==> src/rtl/counter_seq_pkg.sv <==
// Shared types and default sizes for the counter run-command sequencer.
package counter_seq_pkg;

    localparam int WIDTH_DEF = 4;
    localparam int LEN_W_DEF = 8;

    typedef enum logic [1:0] {
        IDLE   = 2'b00,
        CLEAR  = 2'b01,
        RUN    = 2'b10,
        SETTLE = 2'b11
    } state_t;

endpackage

==> src/rtl/counter_shadow.sv <==
// Shadow model of the external counter; flags any divergence of its output.
// Only instantiated when COUNTER_SEQ_CHECK_EN is defined.
module counter_shadow #(
    parameter int WIDTH = 4
) (
    input  logic             clk,
    input  logic             reset,
    input  logic             cnt_reset,
    input  logic             cnt_enable,
    input  logic             check_win,
    input  logic [WIDTH-1:0] cnt_count,
    output logic             err
);

    logic [WIDTH-1:0] shadow;
    logic             shadow_valid;

    always_ff @(posedge clk) begin
        if (reset) begin
            shadow       <= '0;
            shadow_valid <= 1'b0;
            err          <= 1'b0;
        end else begin
            if (cnt_reset) begin
                shadow       <= '0;
                shadow_valid <= 1'b1;
            end else if (cnt_enable) begin
                shadow <= shadow + 1'b1;
            end
            // Until the first clear the counter value is unknown, so no check.
            if (shadow_valid && check_win && (cnt_count != shadow)) begin
                err <= 1'b1;
            end
        end
    end

endmodule

==> src/rtl/counter_seq.sv <==
// Command-driven run sequencer for the external up counter.
// Define COUNTER_SEQ_CHECK_EN to build in the shadow checker driving err.
module counter_seq
    import counter_seq_pkg::*;
#(
    parameter int WIDTH = WIDTH_DEF,
    parameter int LEN_W = LEN_W_DEF
) (
    input  logic             clk,
    input  logic             reset,
    input  logic             cmd_valid,
    output logic             cmd_ready,
    input  logic [LEN_W-1:0] cmd_len,
    input  logic             cmd_clear,
    output logic             cnt_reset,
    output logic             cnt_enable,
    input  logic [WIDTH-1:0] cnt_count,
    output logic             busy,
    output logic             done,
    output logic [WIDTH-1:0] result,
    output logic             err
);

    state_t           state;
    state_t           state_nxt;
    logic [LEN_W-1:0] remaining;
    logic             accept;

    assign accept = cmd_valid && cmd_ready;

    always_ff @(posedge clk) begin
        if (reset) begin
            state     <= IDLE;
            remaining <= '0;
            done      <= 1'b0;
            result    <= '0;
        end else begin
            state <= state_nxt;
            done  <= (state == SETTLE);
            if (state == SETTLE) begin
                result <= cnt_count;
            end
            // Length is latched at accept; later cmd_len changes are ignored.
            if (accept) begin
                remaining <= cmd_len;
            end else if (state == RUN) begin
                remaining <= remaining - 1'b1;
            end
        end
    end

    always_comb begin
        state_nxt = state;
        case (state)
            IDLE: begin
                if (accept) begin
                    if (cmd_clear) begin
                        state_nxt = CLEAR;
                    end else if (cmd_len != '0) begin
                        state_nxt = RUN;
                    end else begin
                        state_nxt = SETTLE;
                    end
                end
            end
            CLEAR: begin
                state_nxt = (remaining != '0) ? RUN : SETTLE;
            end
            RUN: begin
                if (remaining == LEN_W'(1)) begin
                    state_nxt = SETTLE;
                end
            end
            SETTLE: begin
                state_nxt = IDLE;
            end
            default: begin
                state_nxt = IDLE;
            end
        endcase
    end

    // Counter controls decode straight from the state register.
    assign cmd_ready  = (state == IDLE);
    assign busy       = (state != IDLE);
    assign cnt_reset  = (state == CLEAR);
    assign cnt_enable = (state == RUN);

`ifdef COUNTER_SEQ_CHECK_EN
    logic check_win;

    assign check_win = (state == RUN) || (state == SETTLE);

    counter_shadow #(
        .WIDTH (WIDTH)
    ) u_shadow (
        .clk        (clk),
        .reset      (reset),
        .cnt_reset  (cnt_reset),
        .cnt_enable (cnt_enable),
        .check_win  (check_win),
        .cnt_count  (cnt_count),
        .err        (err)
    );
`else
    assign err = 1'b0;
`endif

endmodule

==> config.mk <==
export PLATFORM = sky130hd
export DESIGN_NAME = counter_seq
export DESIGN_NICKNAME = d
export VERILOG_FILES = /design/src/rtl/counter_seq_pkg.sv /design/src/rtl/counter_shadow.sv /design/src/rtl/counter_seq.sv
export SDC_FILE = /design/constraint.sdc
export NUM_CORES = 1
export LEC_CHECK = 0
export ABC_CLOCK_PERIOD_IN_PS = 2350
export CAP_MARGIN = 20
export CORE_UTILIZATION = 45
export CTS_CLUSTER_DIAMETER = 40
export DETAILED_ROUTE_END_ITERATION = 10
export PLACE_DENSITY_LB_ADDON = 0.2
export SETUP_SLACK_MARGIN = 0.15
export SYNTH_ARGS = -nofsm -noshare
export SYNTH_HDL_FRONTEND = slang
export SYNTH_SLANG_ARGS = --single-unit
export TNS_END_PERCENT = 1
==> constraint.sdc <==
create_clock -name clk -period 2.35 [get_ports clk]
set_input_delay 0.235 -clock clk [delete_from_list [all_inputs] [get_ports clk]]
set_output_delay 0.235 -clock clk [all_outputs]
set_load 0.03 [all_outputs]
# Yosys cells after proc, flatten, opt, wreduce, memory -nomap -nowiden
# Index checks and enable logic that the tools add are counted.
# W data, S select, Z words.
dict set report op_classes {
  add_sub_neg 1
  n_eq_ne 6
  mux 8
  reduce_logical 7
}
# cell n
set op_table {}
lappend op_table {{$mux W8} 2}
lappend op_table {{$reduce_bool A8 Y1} 2}
lappend op_table {{$eq A8 B1 Y1 const B} 1}
lappend op_table {{$pmux W2 S4} 1}
lappend op_table {{$sub A8 B1 Y8 const B} 1}
lappend op_table {{$mux W2} 3}
lappend op_table {{$eq A2 B2 Y1 const B} 2}
lappend op_table {{$ne A2 B1 Y1 const B} 2}
lappend op_table {{$reduce_bool A2 Y1} 2}
lappend op_table {{$eq A2 B1 Y1 const B} 1}
lappend op_table {{$logic_not A2 Y1} 1}
lappend op_table {{$mux W1} 2}
lappend op_table {{$reduce_and A2 Y1} 1}
lappend op_table {{$logic_and A1 B1 Y1} 1}
dict set report totals {
  reg_bits 15
  inputBits 16
  output_inout_bits 10
  word_cells 26
}

# Longest topological paths before layout
dict set report logic_depth {
  word_depth 5
  ltp_mapped 6
  depth_no_buf 5
}

# Worst setup path before layout
# OpenSTA, ideal clock, no wires.
dict set report synth_timing {
  path_type {register to register}
  startpoint {register state[0]}
  endpoint {register remaining[5]}
  setup_time_ps 91
  arrival_time_ps 1949
  required_time_ps 2259
  slack_ps 310
  path_stages_with_launch 7
  path_buffers 1
  synth_period_minus_slack_ps 2040
  path_cell_list {dfxtp_1 -> inv_1 -> ha_1 -> buf_4 -> or3b_1 -> or3_1 -> a311oi_1}
}
# item line_no
set synth_rtl {}
lappend synth_rtl {{start, declared} counter_seq.sv:24} ;# state_t state;
lappend synth_rtl {{start signal, assigned} counter_seq.sv:38} ;# state <= state_nxt;
lappend synth_rtl {{$eq A2 B2 Y1} -}
lappend synth_rtl {{named net cnt_enable} counter_seq.sv:16} ;# output logic cnt_enable,
lappend synth_rtl {{$reduce_bool A2 Y1 (no source line)} -}
lappend synth_rtl {{end signal, assigned} counter_seq.sv:45} ;# remaining <= cmd_len;
lappend synth_rtl {{end signal, assigned} counter_seq.sv:47} ;# remaining <= remaining - 1'b1;
lappend synth_rtl {{end, declared} counter_seq.sv:26} ;# logic [LEN_W-1:0] remaining;
# The timed path passes the listed nets, and every way through them passes these cells.
# A chain may end at the register's enable or synchronous reset.

# Final worst setup path
dict set report layout_timing {
  startpoint {register state[0]}
  endpoint {output cnt_enable}
}
dict set report layout_via {
  elab_chain_cells 1
}
# item line_no
set layout_rtl {}
lappend layout_rtl {{$eq A2 B2 Y1} counter_seq.sv:87} ;# assign cnt_enable = (state == RUN);
lappend layout_rtl {{end, declared} counter_seq.sv:16}
# No other way between the ends.

==> flow_summary.rst <==
.. list-table::
   :header-rows: 1

   * - Metric
     - Value
   * - Type of the worst min-delay path
     - reg -> reg
   * - TritonCTS sink count
     - 15
   * - Critical path cell sequence
     - inv_1, ha_1, clkdlybuf4s50_1
   * - Sum Neg Setup Slack
     - 0 ns
   * - Basic-gate share of the synthesized area counting and, or, nand and nor cells
     - 21.4%
   * - Synth Warn #
     - 0
   * - Startpoint types
     - register
   * - Area Overhead vs Synth
     - 31.8%
   * - Final worst-path cycle share
     - 88.6%
   * - Via count
     - 801
   * - CTS max path bufs
     - 2
   * - Leading area contributor after synthesis
     - sky130_fd_sc_hd__dfxtp_1
   * - Placer's final routability congestion estimate
     - 0.898
   * - GRT overflow
     - 0
   * - Startpoint of the worst-slack reg-to-reg timing path
     - state[0]$_SDFFE_PP0P_
   * - Final Slew Violations
     - 0
   * - DPL Wire Length
     - 1430 um
   * - Final net count
     - 148
   * - Maximum clock rate
     - 480 MHz
   * - RSZ-0062 raised after global routing
     - no
   * - Slew HR
     - 64.8%
   * - Number of synthesized register bits
     - 15
   * - Placed standard-cell area
     - 1130 sq um
   * - Number of distinct standard cells referenced by the synthesized netlist
     - 33
   * - Power density cells
     - 977 nW/um^2
   * - DRC violations left
     - 0
   * - Outcome
     - completed
   * - Maximum number of pins on one net before global-route repair
     - 16
   * - Clk Latency, worst-skew pair
     - 0.29 ns
   * - Worst setup path endpoint
     - cnt_enable
   * - Overall routed net length
     - 1850 um
   * - Final instance area
     - 1160 sq um
   * - Clk pin slew, worst setup/hold paths
     - 0.08 ns
   * - Fraction of synthesized cell area taken by the top area cell type
     - 34.2%
   * - CTS-repair resized insts
     - 0
   * - Crit path DAT
     - 1.85 ns
   * - Overall routing resource usage
     - 20.0%
   * - Number of buffers created by CTS
     - 3
   * - Global-route wire length before repair
     - 2950 um
   * - Total setup violations reported at the end of the flow
     - 0
   * - Number of detailed-route iterations in the first pass
     - 4
   * - Average footprint of a synthesized cell
     - 8.87 sq um
   * - Total Die Area
     - 2130 sq um
   * - H-tree depth reported by CTS
     - 1
   * - CTS Hold Buffers Added
     - 0
   * - Share of post-route cells with drive strength above 1
     - 5.69%
   * - Register area share after synthesis
     - 34.2%
   * - Post-Synthesis Cells
     - 99
   * - Count of buffers inserted at the top-level ports
     - 24
   * - Cell area after technology mapping
     - 878 sq um
   * - Arithmetic-cell share of the synthesized area counting full adders, half adders and majority gates
     - 11.4%
   * - Number of nets with antenna violations after routing
     - 0
   * - Setup crit start
     - state[0]$_SDFFE_PP0P_
   * - Average wire per cell in the routed design
     - 12.5 um
   * - Post-DR vias/cell
     - 5.41
   * - Number of global-route vias before repair
     - 656
   * - Hold Violations, Final
     - 0
   * - Master of the slowest instance on the critical path
     - sky130_fd_sc_hd__clkdlybuf4s50_1
   * - Clock tree from TritonCTS
     - yes
   * - Category of the most critical setup path
     - reg -> out
   * - Synthesized netlist net count
     - 123
   * - Worst IR Drop VDD
     - 0.000616 V
   * - Initial DRC Count
     - 21
   * - Fraction of synthesized cell area in xor and xnor cells
     - 1.99%
   * - X dimension of the die
     - 46.2 um
   * - Worst Path Required
     - 2.12 ns
   * - Post-layout min period
     - 2.08 ns
   * - Core region area
     - 1780 sq um
   * - Diodes inserted
     - 0
   * - Type of element capturing the critical path
     - primary output
   * - Largest family of logic cells by synthesized area
     - simple AND/OR/NAND/NOR gates
   * - Peak fanout along the critical path
     - 10
   * - Lkg Pwr
     - 0.428 nW
   * - Total setup buffers inserted after CTS
     - 0
   * - Clk Tree Root Cell
     - sky130_fd_sc_hd__clkbuf_4
   * - Layout filler cell count
     - 154
   * - Y dimension of the die
     - 46.2 um
   * - Site row count
     - 15
   * - Worst-Margin Slew
     - 0.521 ns
   * - Synthesized-area fraction occupied by ao, oa, aoi and oai cells
     - 20.5%
   * - Proportion of synthesized area in mux cells
     - 4.56%
   * - Starting density of the core
     - 49.3%
   * - Worst R2R Setup Slack
     - 0.38 ns
   * - Number of antenna violations at the first check in global routing
     - 0
   * - Max-cap violations
     - 0
   * - Ports placed on the boundary
     - 26
   * - Main area contributors after synthesis
     - sky130_fd_sc_hd__dfxtp_1, sky130_fd_sc_hd__ha_1, sky130_fd_sc_hd__a311oi_1, sky130_fd_sc_hd__nor2_1, sky130_fd_sc_hd__mux2i_1
   * - Hold Crit Depth
     - 2
   * - Cell depth of the worst flop-to-flop path
     - 5
   * - Worst clock skew on the final layout
     - 0.00881 ns
   * - Critical R2R Capture
     - remaining[5]$_SDFFE_PP0P_
   * - Largest stage delay on the critical path
     - 0.75 ns
-- layer usage --
metal  wire (um)  global-route usage (%)
met4          12                    8.82
met2         813                    31.0
met1         921                    26.2
met3         101                    4.71
met5           0                       0
-- cell type report --
type / instances / area (sq um) / area share, %
sequential: 15 / 300 / 25.9
clock buffer: 4 / 26.3 / 2.27
timing repair buffer: 25 / 248 / 21.4
inverter: 6 / 22.5 / 1.95
multi-input combinational: 73 / 529 / 45.7
tap: 25 / 31.3 / 2.70
-- how the worst min path moves through the flow --
stage | end | slack [ns] | startpoint
finish | result[3]$_SDFFE_PP0P_ | 0.50 | result[3]$_SDFFE_PP0P_
global route | result[3]$_SDFFE_PP0P_ | 0.54 | result[3]$_SDFFE_PP0P_
CTS | result[3]$_SDFFE_PP0P_ | 0.50 | result[3]$_SDFFE_PP0P_
detailed placement | result[3]$_SDFFE_PP0P_ | 0.48 | result[3]$_SDFFE_PP0P_
global placement | result[0]$_SDFFE_PP0P_ | 0.47 | result[0]$_SDFFE_PP0P_
floorplan | done$_SDFF_PP0_ | 0.31 | reset
-- placed cells by master, fill, tap and decap left out, types with 2 or more instances in the layout --
cell / n
sky130_fd_sc_hd__clkdlybuf4s50_1: 24
sky130_fd_sc_hd__dfxtp_1: 15
sky130_fd_sc_hd__nor2_1: 11
sky130_fd_sc_hd__ha_1: 8
sky130_fd_sc_hd__inv_1: 6
sky130_fd_sc_hd__o21ai_0: 5
sky130_fd_sc_hd__a311oi_1: 5
sky130_fd_sc_hd__nand2b_1: 5
sky130_fd_sc_hd__nand2_1: 4
sky130_fd_sc_hd__mux2i_1: 4
sky130_fd_sc_hd__or3_1: 3
sky130_fd_sc_hd__a211oi_1: 3
sky130_fd_sc_hd__nor4_1: 3
sky130_fd_sc_hd__clkbuf_4: 3
sky130_fd_sc_hd__a21oi_1: 2
sky130_fd_sc_hd__o41ai_1: 2
sky130_fd_sc_hd__a41oi_1: 2
-- registers in the layout, summed over array words and instances, names as in the netlist --
name / flops
result: 4
done: 1
state: 2
remaining: 8
-- cell families (layout without fill, tap and decap cells) --
group / Yosys count / count (layout)
compound gates: 24 / 24
xor+xnor: 2 / 2
fa+ha+maj: 8 / 8
buf+inv: 11 / 35
flops: 15 / 15
mux: 4 / 4
other cells: 1 / 1
simple gates: 34 / 34
-- power breakdown --
| group | switching [mW] | internal [mW] |
|---|---|---|
| Combinational | 0.310 | 0.265 |
| Sequential | 0.0811 | 0.324 |
| Clock | 0.0843 | 0.0660 |
| Total | 0.475 | 0.655 |
-- through the flow --
| stage | util [%] | power [mW] | setup WS, ns | cells | hold WS, ns |
|---|---|---|---|---|---|
| 6_report | 64.9 | 1.13 | 0.268 | 148 | 0.497 |
| 5_1_grt | 64.9 | 1.22 | 0.178 | 148 | 0.539 |
| 4_1_cts | 64.9 | 1.13 | 0.263 | 148 | 0.502 |
| 3_5_place_dp | 63.4 | 0.982 | 0.372 | 144 | 0.480 |
| 3_3_place_gp | 63.4 | 0.977 | 0.469 | 144 | 0.472 |
| 2_1_floorplan | - | 0.818 | 0.310 | 99 | 0.307 |
-- worst max-delay path, delay by kind of cell (launching register included) --
family	cells	cell delay (ns)
buffers and inverters	2	0.86
adder cells (fa/ha/maj)	1	0.37
flip-flops	1	0.34
-- Yosys cell counts (all sizes together) --
library cell	count
ha	8
nor4	3
or3b	1
nand2b	5
o41ai	2
o31ai	1
nand3	1
a41o	1
o41a	1
and2	1
buf	2
a21oi	2
and4	1
nor2b	1
o211ai	1
nor2	11
conb	1
inv	6
a41oi	2
nand2	4
or3	4
clkbuf	3
xnor2	1
xor2	1
mux2i	4
a21o	1
or4	2
dfxtp	15
a211oi	3
a311oi	5
o21ai	5
Power figures use the tool's default switching activity.
